### src/rtl/branch_pkg.sv
// Shared encodings for the ID-stage branch sequencer: branch types, compare
// relations, FSM states and the per-operand hazard stall helper.
package branch_pkg;

  typedef enum logic [2:0] {
    BR_NONE = 3'b000,
    BR_BEQ  = 3'b001,
    BR_BNE  = 3'b010,
    BR_BLEZ = 3'b011,
    BR_BGTZ = 3'b100,
    BR_BLTZ = 3'b101
  } br_type_e;

  typedef enum logic [1:0] {
    REL_LT = 2'b00,
    REL_EQ = 2'b01,
    REL_GT = 2'b10
  } rel_e;

  typedef enum logic [1:0] {
    S_IDLE    = 2'b00,
    S_STALL   = 2'b01,
    S_RESOLVE = 2'b10
  } state_e;

  // Cycles an operand must wait: an EX load needs two, an EX ALU result or a MEM load one.
  function automatic logic [1:0] operand_stalls(
    input logic [4:0] r,
    input logic       ex_regwrite,
    input logic       ex_memread,
    input logic [4:0] ex_rd,
    input logic       mem_memread,
    input logic [4:0] mem_rd
  );
    logic [1:0] n;
    n = 2'd0;
    if (r != 5'd0) begin
      if (ex_regwrite && (ex_rd == r)) n = ex_memread ? 2'd2 : 2'd1;
      else if (mem_memread && (mem_rd == r)) n = 2'd1;
    end
    return n;
  endfunction

endpackage

### src/rtl/branch_sequencer_if.sv
// ID-stage operand/hazard inputs and PC/IF-ID control outputs of the branch sequencer.
// The statistics counters exist only when BRANCH_STATS_EN is defined.
interface branch_sequencer_if #(parameter int XLEN = 32);

  logic            i_hold;
  logic [2:0]      i_id_branch;
  logic [4:0]      i_id_rs;
  logic [4:0]      i_id_rt;
  logic [XLEN-1:0] i_rs_data;
  logic [XLEN-1:0] i_rt_data;
  logic [XLEN-1:0] i_id_pc_plus4;
  logic [XLEN-1:0] i_id_imm;
  logic            i_ex_regwrite;
  logic            i_ex_memread;
  logic [4:0]      i_ex_rd;
  logic            i_mem_memread;
  logic [4:0]      i_mem_rd;
  logic            o_stall;
  logic            o_pc_sel;
  logic            o_flush;
  logic [XLEN-1:0] o_target;
`ifdef BRANCH_STATS_EN
  logic [31:0]     o_br_count;
  logic [31:0]     o_taken_count;
`endif

  modport master (
`ifdef BRANCH_STATS_EN
    input  o_br_count, o_taken_count,
`endif
    output i_hold, i_id_branch, i_id_rs, i_id_rt, i_rs_data, i_rt_data,
           i_id_pc_plus4, i_id_imm, i_ex_regwrite, i_ex_memread, i_ex_rd,
           i_mem_memread, i_mem_rd,
    input  o_stall, o_pc_sel, o_flush, o_target
  );

  modport slave (
`ifdef BRANCH_STATS_EN
    output o_br_count, o_taken_count,
`endif
    input  i_hold, i_id_branch, i_id_rs, i_id_rt, i_rs_data, i_rt_data,
           i_id_pc_plus4, i_id_imm, i_ex_regwrite, i_ex_memread, i_ex_rd,
           i_mem_memread, i_mem_rd,
    output o_stall, o_pc_sel, o_flush, o_target
  );

endinterface

### src/rtl/branch_compare.sv
// Signed compare of the two branch operands into a relation, then the taken
// decision for the given branch type.
module branch_compare
  import branch_pkg::*;
#(
  parameter int XLEN = 32
) (
  input  logic [2:0]      br_type,
  input  logic [XLEN-1:0] a,
  input  logic [XLEN-1:0] b,
  output logic            taken
);

  rel_e rel;

  always_comb begin
    rel = REL_GT;
    if ($signed(a) < $signed(b)) rel = REL_LT;
    else if (a == b)             rel = REL_EQ;
  end

  always_comb begin
    taken = 1'b0;
    case (br_type)
      BR_BEQ:  taken = (rel == REL_EQ);
      BR_BNE:  taken = (rel != REL_EQ);
      BR_BLEZ: taken = (rel != REL_GT);
      BR_BGTZ: taken = (rel == REL_GT);
      BR_BLTZ: taken = (rel == REL_LT);
      default: taken = 1'b0;
    endcase
  end

endmodule

### src/rtl/branch_sequencer.sv
// ID-stage branch sequencer: stalls on operand hazards, then resolves the branch
// and drives PC redirect and IF/ID flush. Optional statistics via BRANCH_STATS_EN.
module branch_sequencer
  import branch_pkg::*;
#(
  parameter int XLEN = 32
) (
  input  logic              i_clk,
  input  logic              i_reset,
  branch_sequencer_if.slave bus
);

  state_e          state_q, state_d;
  logic [1:0]      cnt_q, cnt_d;
  logic            is_branch, uses_rt;
  logic [1:0]      rs_cnt, rt_cnt, req;
  logic [XLEN-1:0] rt_operand;
  logic            cmp_taken;
  logic            stall, resolve, redirect;

  assign is_branch = (bus.i_id_branch != 3'd0) && (bus.i_id_branch <= 3'd5);
  assign uses_rt   = (bus.i_id_branch == BR_BEQ) || (bus.i_id_branch == BR_BNE);

  assign rs_cnt = operand_stalls(bus.i_id_rs, bus.i_ex_regwrite, bus.i_ex_memread,
                                 bus.i_ex_rd, bus.i_mem_memread, bus.i_mem_rd);
  assign rt_cnt = uses_rt ? operand_stalls(bus.i_id_rt, bus.i_ex_regwrite, bus.i_ex_memread,
                                           bus.i_ex_rd, bus.i_mem_memread, bus.i_mem_rd)
                          : 2'd0;
  assign req    = (rs_cnt > rt_cnt) ? rs_cnt : rt_cnt;

  // Single-operand branches compare rs against zero.
  assign rt_operand = uses_rt ? bus.i_rt_data : '0;

  branch_compare #(.XLEN(XLEN)) u_compare (
    .br_type (bus.i_id_branch),
    .a       (bus.i_rs_data),
    .b       (rt_operand),
    .taken   (cmp_taken)
  );

  always_ff @(posedge i_clk) begin
    if (i_reset) begin
      state_q <= S_IDLE;
      cnt_q   <= 2'd0;
    end else if (!bus.i_hold) begin
      state_q <= state_d;
      cnt_q   <= cnt_d;
    end
  end

  always_comb begin
    state_d = state_q;
    cnt_d   = cnt_q;
    stall   = 1'b0;
    resolve = 1'b0;
    case (state_q)
      S_IDLE: begin
        if (is_branch) begin
          if (req != 2'd0) begin
            stall   = 1'b1;
            cnt_d   = req - 2'd1;
            state_d = (req == 2'd1) ? S_RESOLVE : S_STALL;
          end else begin
            resolve = 1'b1;
          end
        end
      end
      // Hazard inputs are bubbles here; only the counter matters.
      S_STALL: begin
        stall = 1'b1;
        if (cnt_q != 2'd0) cnt_d = cnt_q - 2'd1;
        if (cnt_q <= 2'd1) state_d = S_RESOLVE;
      end
      S_RESOLVE: begin
        resolve = is_branch;
        state_d = S_IDLE;
      end
      default: state_d = S_IDLE;
    endcase
  end

  assign redirect     = resolve && cmp_taken && !bus.i_hold && !i_reset;
  assign bus.o_stall  = stall && !i_reset;
  assign bus.o_pc_sel = redirect;
  assign bus.o_flush  = redirect;
  assign bus.o_target = bus.i_id_pc_plus4 + (bus.i_id_imm << 2);

`ifdef BRANCH_STATS_EN
  // Counted once per resolution that actually takes effect (hold low).
  always_ff @(posedge i_clk) begin
    if (i_reset) begin
      bus.o_br_count    <= 32'd0;
      bus.o_taken_count <= 32'd0;
    end else begin
      if (resolve && !bus.i_hold) bus.o_br_count <= bus.o_br_count + 32'd1;
      if (redirect)               bus.o_taken_count <= bus.o_taken_count + 32'd1;
    end
  end
`endif

endmodule

### src/flat_wrapper.sv
// flat-port wrapper written by rule: the top's interface ports become plain ports
module branch_sequencer_flat import branch_pkg::*;
#(
  parameter int XLEN = 32
)
  (i_clk, i_reset, bus_i_hold, bus_i_id_branch, bus_i_id_rs, bus_i_id_rt, bus_i_rs_data, bus_i_rt_data, bus_i_id_pc_plus4, bus_i_id_imm, bus_i_ex_regwrite, bus_i_ex_memread, bus_i_ex_rd, bus_i_mem_memread, bus_i_mem_rd, bus_o_stall, bus_o_pc_sel, bus_o_flush, bus_o_target);
  branch_sequencer_if #(.XLEN(XLEN)) bus_i ();
  input  logic i_clk;
  input  logic i_reset;
  input wire logic [$bits(bus_i.i_hold)-1:0] bus_i_hold;
  input wire logic [$bits(bus_i.i_id_branch)-1:0] bus_i_id_branch;
  input wire logic [$bits(bus_i.i_id_rs)-1:0] bus_i_id_rs;
  input wire logic [$bits(bus_i.i_id_rt)-1:0] bus_i_id_rt;
  input wire logic [$bits(bus_i.i_rs_data)-1:0] bus_i_rs_data;
  input wire logic [$bits(bus_i.i_rt_data)-1:0] bus_i_rt_data;
  input wire logic [$bits(bus_i.i_id_pc_plus4)-1:0] bus_i_id_pc_plus4;
  input wire logic [$bits(bus_i.i_id_imm)-1:0] bus_i_id_imm;
  input wire logic [$bits(bus_i.i_ex_regwrite)-1:0] bus_i_ex_regwrite;
  input wire logic [$bits(bus_i.i_ex_memread)-1:0] bus_i_ex_memread;
  input wire logic [$bits(bus_i.i_ex_rd)-1:0] bus_i_ex_rd;
  input wire logic [$bits(bus_i.i_mem_memread)-1:0] bus_i_mem_memread;
  input wire logic [$bits(bus_i.i_mem_rd)-1:0] bus_i_mem_rd;
  output wire logic [$bits(bus_i.o_stall)-1:0] bus_o_stall;
  output wire logic [$bits(bus_i.o_pc_sel)-1:0] bus_o_pc_sel;
  output wire logic [$bits(bus_i.o_flush)-1:0] bus_o_flush;
  output wire logic [$bits(bus_i.o_target)-1:0] bus_o_target;
  assign bus_i.i_hold = bus_i_hold;
  assign bus_i.i_id_branch = bus_i_id_branch;
  assign bus_i.i_id_rs = bus_i_id_rs;
  assign bus_i.i_id_rt = bus_i_id_rt;
  assign bus_i.i_rs_data = bus_i_rs_data;
  assign bus_i.i_rt_data = bus_i_rt_data;
  assign bus_i.i_id_pc_plus4 = bus_i_id_pc_plus4;
  assign bus_i.i_id_imm = bus_i_id_imm;
  assign bus_i.i_ex_regwrite = bus_i_ex_regwrite;
  assign bus_i.i_ex_memread = bus_i_ex_memread;
  assign bus_i.i_ex_rd = bus_i_ex_rd;
  assign bus_i.i_mem_memread = bus_i_mem_memread;
  assign bus_i.i_mem_rd = bus_i_mem_rd;
  assign bus_o_stall = bus_i.o_stall;
  assign bus_o_pc_sel = bus_i.o_pc_sel;
  assign bus_o_flush = bus_i.o_flush;
  assign bus_o_target = bus_i.o_target;
  branch_sequencer #(.XLEN(XLEN)) u_core (.i_clk(i_clk), .i_reset(i_reset), .bus(bus_i));
endmodule
### config.mk
export PLATFORM = sky130hd
export DESIGN_NAME = branch_sequencer_flat
export DESIGN_NICKNAME = d
export VERILOG_FILES = /design/src/rtl/branch_pkg.sv /design/src/rtl/branch_sequencer_if.sv /design/src/rtl/branch_compare.sv /design/src/rtl/branch_sequencer.sv /design/src/flat_wrapper.sv
export SDC_FILE = /design/constraint.sdc
export NUM_CORES = 1
export LEC_CHECK = 0
export ABC_AREA = 1
export BUFFER_PORTS_ARGS = -buffer_cell sky130_fd_sc_hd__buf_2
export CORE_MARGIN = 5
export CORE_UTILIZATION = 40
export CTS_CLUSTER_DIAMETER = 30
export DETAILED_ROUTE_END_ITERATION = 12
export GPL_ROUTABILITY_DRIVEN = 0
export HOLD_SLACK_MARGIN = 0.02
export PLACE_DENSITY = 0.72
export SLEW_MARGIN = 20
export SYNTH_ARGS = -nofsm -noshare
export SYNTH_HDL_FRONTEND = slang
export SYNTH_SLANG_ARGS = --single-unit
### constraint.sdc
create_clock -name i_clk -period 3 [get_ports i_clk]
set_input_delay 0.15 -clock i_clk [delete_from_list [all_inputs] [get_ports i_clk]]
set_output_delay 0.15 -clock i_clk [all_outputs]
set_load 0.1 [all_outputs]
# Word level (Yosys, flattened, before mapping)
# Cells that the tools add are included.
totals:
  regBits: 4
  input_bits: 157
  out_inout_bits: 35
  word_cells: 81
op_classes:
  addsub: 3
  order_cmp: 4
  eq_ne: 21
  muxes: 28
  bitwise_logic: 1
  n_reduce_logical: 22
ops:
  columns: ["op", "n"]
  rows:
  - ["$add A32 B32 Y32", 1]
  - ["$eq A32 B32 Y1", 1]
  - ["$lt A32 B32 Y1", 1]
  - ["$mux W2", 16]
  - ["$mux W32", 1]
  - ["$eq A5 B5 Y1", 4]
  - ["$ne A2 B1 Y1 const B", 5]
  - ["$reduce_bool A5 Y1", 2]
  - ["$logic_and A1 B1 Y1", 9]
  - ["$pmux W2 S2", 2]
  - ["$eq A2 B1 Y1 const B", 3]
  - ["$eq A3 B2 Y1 const B", 2]
  - ["$eq A3 B3 Y1 const B", 2]
  - ["$mux W1", 6]
  - ["$reduce_bool A2 Y1", 3]
  - ["$pmux W1 S5", 1]
  - ["$reduce_and A5 Y1", 1]
  - ["$eq A2 B2 Y1 const B", 2]
  - ["$logic_not A2 Y1", 2]
  - ["$pmux W1 S2", 2]
  - ["$reduce_and A4 Y1", 1]
  - ["$sub A2 B1 Y2 const B", 2]
  - ["$eq A3 B1 Y1 const B", 1]
  - ["$le A3 B3 Y1 const B", 1]
  - ["7 further kinds", 8]

# Logic depth before layout (Yosys ltp)
depth:
  ltp_word: 15
  depth_mapped: 22
  mapped_depth_nobuf: 21

# Modules after synthesis
# Synthesis repeated with hierarchy kept, for this count alone.
unflattened:
  hier_cells: 702
  hier_area_um2: 3938.8
modules_own_cells:
  columns: ["module", "instances", "cells_each", "area_each_um2", "seq_area_each_um2"]
  rows:
  - ["branch_sequencer", 1, 538, 2962.8, 80.1]
  - ["branch_compare", 1, 164, 975.9, 0.0]

# Least setup slack after synthesis
# Ideal clock, no wire load.
synth_timing:
  path_kind: "input -> output"
  start: "in bus_i_id_branch[1]"
  end: "out bus_o_pc_sel"
  arrival_ns: 3.973
  t_required_ns: 2.850
  slack_ns: -1.123
  stages: 18
  path_buffers: 2
  cell_sequence: "inv_1 -> nand2_1 -> nand2_1 -> a21oi_2 -> clkbuf_1 -> nand2_1 -> ha_1 -> nand2_1 -> nor2_1 -> nand2_1 -> nor3_2 -> nand3_1 -> nand2_1 -> inv_1 -> nand3_1 -> nand2_1 -> a21oi_1 -> buf_4"
synth_between:
  elab_chain_cells: 12
  elab_cells_between_ends: 30
  classes_between: "3 x order compare; 10 x eq/ne; 9 x mux; 8 x reduce/logical"
synth_lines:
  columns: ["item", "line_no", "text"]
  rows:
  - ["from (decl)", "flat_wrapper.sv:11", "input wire logic [$bits(bus_i.i_id_branch)-1:0] bus_i_id_branch;"]
  - ["branches (longest 9 deep; another with $lt A32 B32 Y1)", null, null]
  - ["$logic_and A1 B1 Y1 * (3 in series)", "branch_sequencer.sv:82", "assign redirect = resolve && cmp_taken && !bus.i_hold && !i_reset;"]
  - ["to (decl)", "flat_wrapper.sv:24", "output wire logic [$bits(bus_i.o_pc_sel)-1:0] bus_o_pc_sel;"]
# Mark *: on every way between the ends.

# Worst setup path in the final report
layout_timing:
  start: "in bus_i_id_rt[1]"
  end: "reg u_core.cnt_q[1]"
layout_between:
  elab_chain_cells: 12
  elab_cells_between_ends: 18
  classes_between: "1 x add/sub; 1 x order compare; 3 x eq/ne; 8 x mux; 5 x reduce/logical"
layout_lines:
  columns: ["item", "line_no", "text"]
  rows:
  - ["from (decl)", "flat_wrapper.sv:13", "input wire logic [$bits(bus_i.i_id_rt)-1:0] bus_i_id_rt;"]
  - ["$eq A5 B5 Y1", "branch_pkg.sv:39", "else if (mem_memread && (mem_rd == r)) n = 2'd1;"]
  - ["$logic_and A1 B1 Y1", "branch_pkg.sv:39", null]
  - ["$mux W1", "branch_pkg.sv:39", null]
  - ["$mux W2", "branch_pkg.sv:38", "if (ex_regwrite && (ex_rd == r)) n = ex_memread ? 2'd2 : 2'd1;"]
  - ["$mux W2 *", "branch_pkg.sv:37", "if (r != 5'd0) begin"]
  - ["$mux W2 *", "branch_sequencer.sv:26", "assign rt_cnt = uses_rt ? operand_stalls(bus.i_id_rt, bus.i_ex_regwrite, bus.i_ex_memread,"]
  - ["$gt A2 B2 Y1", "branch_sequencer.sv:29", "assign req = (rs_cnt > rt_cnt) ? rs_cnt : rt_cnt;"]
  - ["$mux W2 *", "branch_sequencer.sv:29", null]
  - ["$sub A2 B1 Y2", "branch_sequencer.sv:61", "cnt_d = req - 2'd1;"]
  - ["$mux W2", "branch_sequencer.sv:59", "if (req != 2'd0) begin"]
  - ["$mux W2", "branch_sequencer.sv:58", "if (is_branch) begin"]
  - ["$pmux W2 S2", "branch_sequencer.sv:56", "case (state_q)"]
  - ["to (signal assigned)", "branch_sequencer.sv:47", "cnt_q <= cnt_d;"]
  - ["to (decl)", "branch_sequencer.sv:14", "logic [1:0] cnt_q, cnt_d;"]
# Mark *: on every way between the ends. The rest lies on a longest branch, timed or not. The select of a mux whose other input is x is not followed.
# A chain may end at the register's enable or synchronous reset.

==> reports/summary.json <==
{
  "synth_seq_area_share": 0.0238,
  "postSynth.asyncResetShare": 0,
  "final_number_of_setup_violating_endpoints": 0,
  "layout.area.seq_um2": 80.1,
  "totalPowerFinal_mw": 1.63,
  "max_slew_headroom_at_the_worst_pin": 0.670,
  "hold_violations": 0,
  "io_buffers": 185,
  "timing.fmax_ghz": 0.350,
  "fraction_of_layout_cells_with_a_size_suffix_above_1": 0.306,
  "syn_area_per_cell_um2": 5.91,
  "cts_htree_levels": 1,
  "finalNetCount": 984,
  "insertion_delay_ns": 0.22,
  "pin_count_of_the_biggest_net_entering_global_routing": 33,
  "worstPathArrival_ns": 2.95,
  "final-max-slew-violation-count": 0,
  "grt_first_pass_wirelength_mm": 17.3,
  "critical_path.startpoint_type": "primary input",
  "worst-endpoint-required_ns": 3.09,
  "synth-main-ff-cell": "sky130_fd_sc_hd__dfxtp_1",
  "final.setup_skew_ns": 0.00417,
  "mappedNetlistArea_um2": 3360,
  "hold_path.class": "in2reg",
  "multi_input_gate_area_in_the_final_layout_um2": 3050,
  "maxCapViolations": 0,
  "worst-slew-pin-transition_ns": 0.499,
  "result_of_the_run": "completed",
  "timing.final.crit_share": 0.953,
  "postRouteAntennaNets": 0,
  "critical_path_class": "in2reg",
  "overflow": 0,
  "rows": 33,
  "synth_cell_types": 43,
  "drc": 0,
  "worstSetupEndpointType": "register",
  "design.die.area_um2": 10300,
  "antenna-diode-count": 0,
  "numCtsBuffers": 3,
  "worst_slack_at_placement_ns": -0.0659,
  "maximum_clock_insertion_buffer_count": 2,
  "design.portCount": 192,
  "core_area_um2": 8220,
  "leakagePower_nw": 2.56,
  "vias_per_cell": 5.07,
  "final_period_minus_worst_setup_slack_ns": 2.86,
  "critical_path_peak_fanout": 4,
  "cellPowerDensity_nw_per_um2": 351,
  "cts.sink_count": 4,
  "final.fill_count": 829,
  "irDropWorstVdd_mv": 0.318,
  "vias": 4368,
  "synth_nets": 795,
  "number_of_standard_cells_after_synthesis": 569,
  "cts_root_buf": "sky130_fd_sc_hd__clkbuf_8",
  "synth-edff-count": 0,
  "wire_per_inst_um": 12.6,
  "drt_wl_total_mm": 10.8,
  "drtPass1Iterations": 4,
  "fin_hold_ws_ns": 0.132,
  "global_route_total_usage_across_every_layer": 0.195,
  "die_height_um": 102,
  "antenna_found_initial": 0,
  "clock_tree_from_tritoncts": "yes",
  "initial_core_util": 0.409,
  "yosys_warnings": 0,
  "first_global_vias": 4399,
  "syn_to_final_growth_pct": 38.3,
  "chipWidth_um": 102,
  "clkTransAtPathRegs_ns": 0.03,
  "post-route-worst-setup-slack_ns": 0.140,
  "dp.final_hpwl_mm": 9.59,
  "synth.ff_latch_count": 4,
  "drt-initial-drc-count": 111
}
## cell type report
class                   count  area share
flip-flops and latches      4      0.0172
clock buffers               3     0.00887
repair buffers            190       0.230
inverters                  74      0.0597
well taps                 105      0.0282
multi-input cells         485       0.656
## Yosys cell counts (all sizes together), types with 2 or more instances
library cell / count / area [µm²]
a21boi: 2 / 30.0
a21oi: 57 / 297
clkinv: 2 / 7.51
nand4: 12 / 75.1
xor2: 22 / 193
xnor2: 7 / 61.3
o21ai: 30 / 165
nor2: 52 / 198
o21a: 6 / 45.0
buf: 3 / 22.5
dfxtp: 4 / 80.1
ha: 68 / 851
inv: 72 / 270
a21o: 4 / 37.5
o22ai: 7 / 43.8
a211oi: 5 / 37.5
o21bai: 3 / 22.5
nor4: 2 / 12.5
nand2: 160 / 608
clkbuf: 3 / 11.3
nor3: 9 / 55.1
nand3: 28 / 145
## worst paths after layout
path                           from                end  slack (ns)  depth (start not counted)
hold reg to reg   u_core.state_q[0]  u_core.state_q[0]        0.53                          2
setup reg to reg  u_core.state_q[0]  u_core.state_q[0]        1.56                          6
hold / removal              i_reset  u_core.state_q[0]        0.13                          2
setup / recovery     bus_i_id_rt[1]    u_core.cnt_q[1]        0.14                         19
## cells by family (layout without fill, tap and decap cells)
family | after synthesis | count (layout) | synth area share
fa+ha+maj | 69 | 69 | 0.259
buf+inv | 80 | 267 | 0.0926
xor+xnor | 29 | 29 | 0.0755
compound gates | 118 | 118 | 0.211
simple gates | 269 | 269 | 0.338
flops | 4 | 4 | 0.0238
## stage by stage
step / area (µm²) / util / cells / TNS (ns)
after floorplan: 3390 / - / 569 / -0.0429
after global placement: 4460 / 0.543 / 854 / 0
after detailed placement: 4460 / 0.543 / 854 / -0.105
after CTS: 4500 / 0.548 / 857 / 0
after global routing: 4650 / 0.566 / 861 / -0.0202
final: 4650 / 0.566 / 861 / 0
## sequential cells by signal, indices dropped and copies added (netlist names)
register	flops
u_core.cnt_q	2
u_core.state_q	2
## routing by layer
| metal | routed length, µm | share of wire | GRT usage |
|---|---|---|---|
| met5 | 0 | 0 | 0 |
| met4 | 113 | 0.010 | 0.0409 |
| met3 | 886 | 0.082 | 0.0303 |
| met2 | 5340 | 0.49 | 0.375 |
| met1 | 4490 | 0.41 | 0.224 |
## power breakdown
| group | switching [mW] | internal (mW) | total [mW] |
|---|---|---|---|
| Clock | 0.0319 | 0.0859 | 0.118 |
| Combinational | 1.09 | 0.366 | 1.46 |
| Sequential | 0.000668 | 0.0547 | 0.0554 |
| Total | 1.12 | 0.507 | 1.63 |
## layout by cell type, fill, tap and decap left out, types with 7 or more instances in the layout
cell type,count
sky130_fd_sc_hd__o21ai_0,20
sky130_fd_sc_hd__xor2_1,22
sky130_fd_sc_hd__a21oi_1,53
sky130_fd_sc_hd__buf_2,182
sky130_fd_sc_hd__o22ai_1,7
sky130_fd_sc_hd__nor2_1,47
sky130_fd_sc_hd__nand4_1,12
sky130_fd_sc_hd__nand2_1,154
sky130_fd_sc_hd__inv_1,66
sky130_fd_sc_hd__nand3_1,27
sky130_fd_sc_hd__ha_1,67
## timing repair
item,4_1_cts,5_1_grt
endpoints found under the setup margin,2,4
resized for setup,1,16
cloned,0,2
buffers inserted,0,2
pin swaps,0,5
hold buffers,0,0
## worst max-delay path: stages
cell,delay (ns)
sky130_fd_sc_hd__buf_2,0.09
sky130_fd_sc_hd__inv_1,0.06
sky130_fd_sc_hd__nand2_1,0.05
sky130_fd_sc_hd__o21ai_0,0.08
sky130_fd_sc_hd__a21oi_1,0.19
sky130_fd_sc_hd__nand4_1,0.17
sky130_fd_sc_hd__or2_2,0.32
sky130_fd_sc_hd__ha_1,0.30
sky130_fd_sc_hd__nor2_1,0.04
sky130_fd_sc_hd__o21a_1,0.17
sky130_fd_sc_hd__inv_1,0.05
sky130_fd_sc_hd__nand4_1,0.08
sky130_fd_sc_hd__nand2_1,0.10
sky130_fd_sc_hd__inv_2,0.05
sky130_fd_sc_hd__ha_1,0.20
sky130_fd_sc_hd__o21ai_0,0.27
sky130_fd_sc_hd__nand4_1,0.22
sky130_fd_sc_hd__a211oi_1,0.26
sky130_fd_sc_hd__a211oi_1,0.08
No activity file was read; power rests on OpenSTA's default activity.
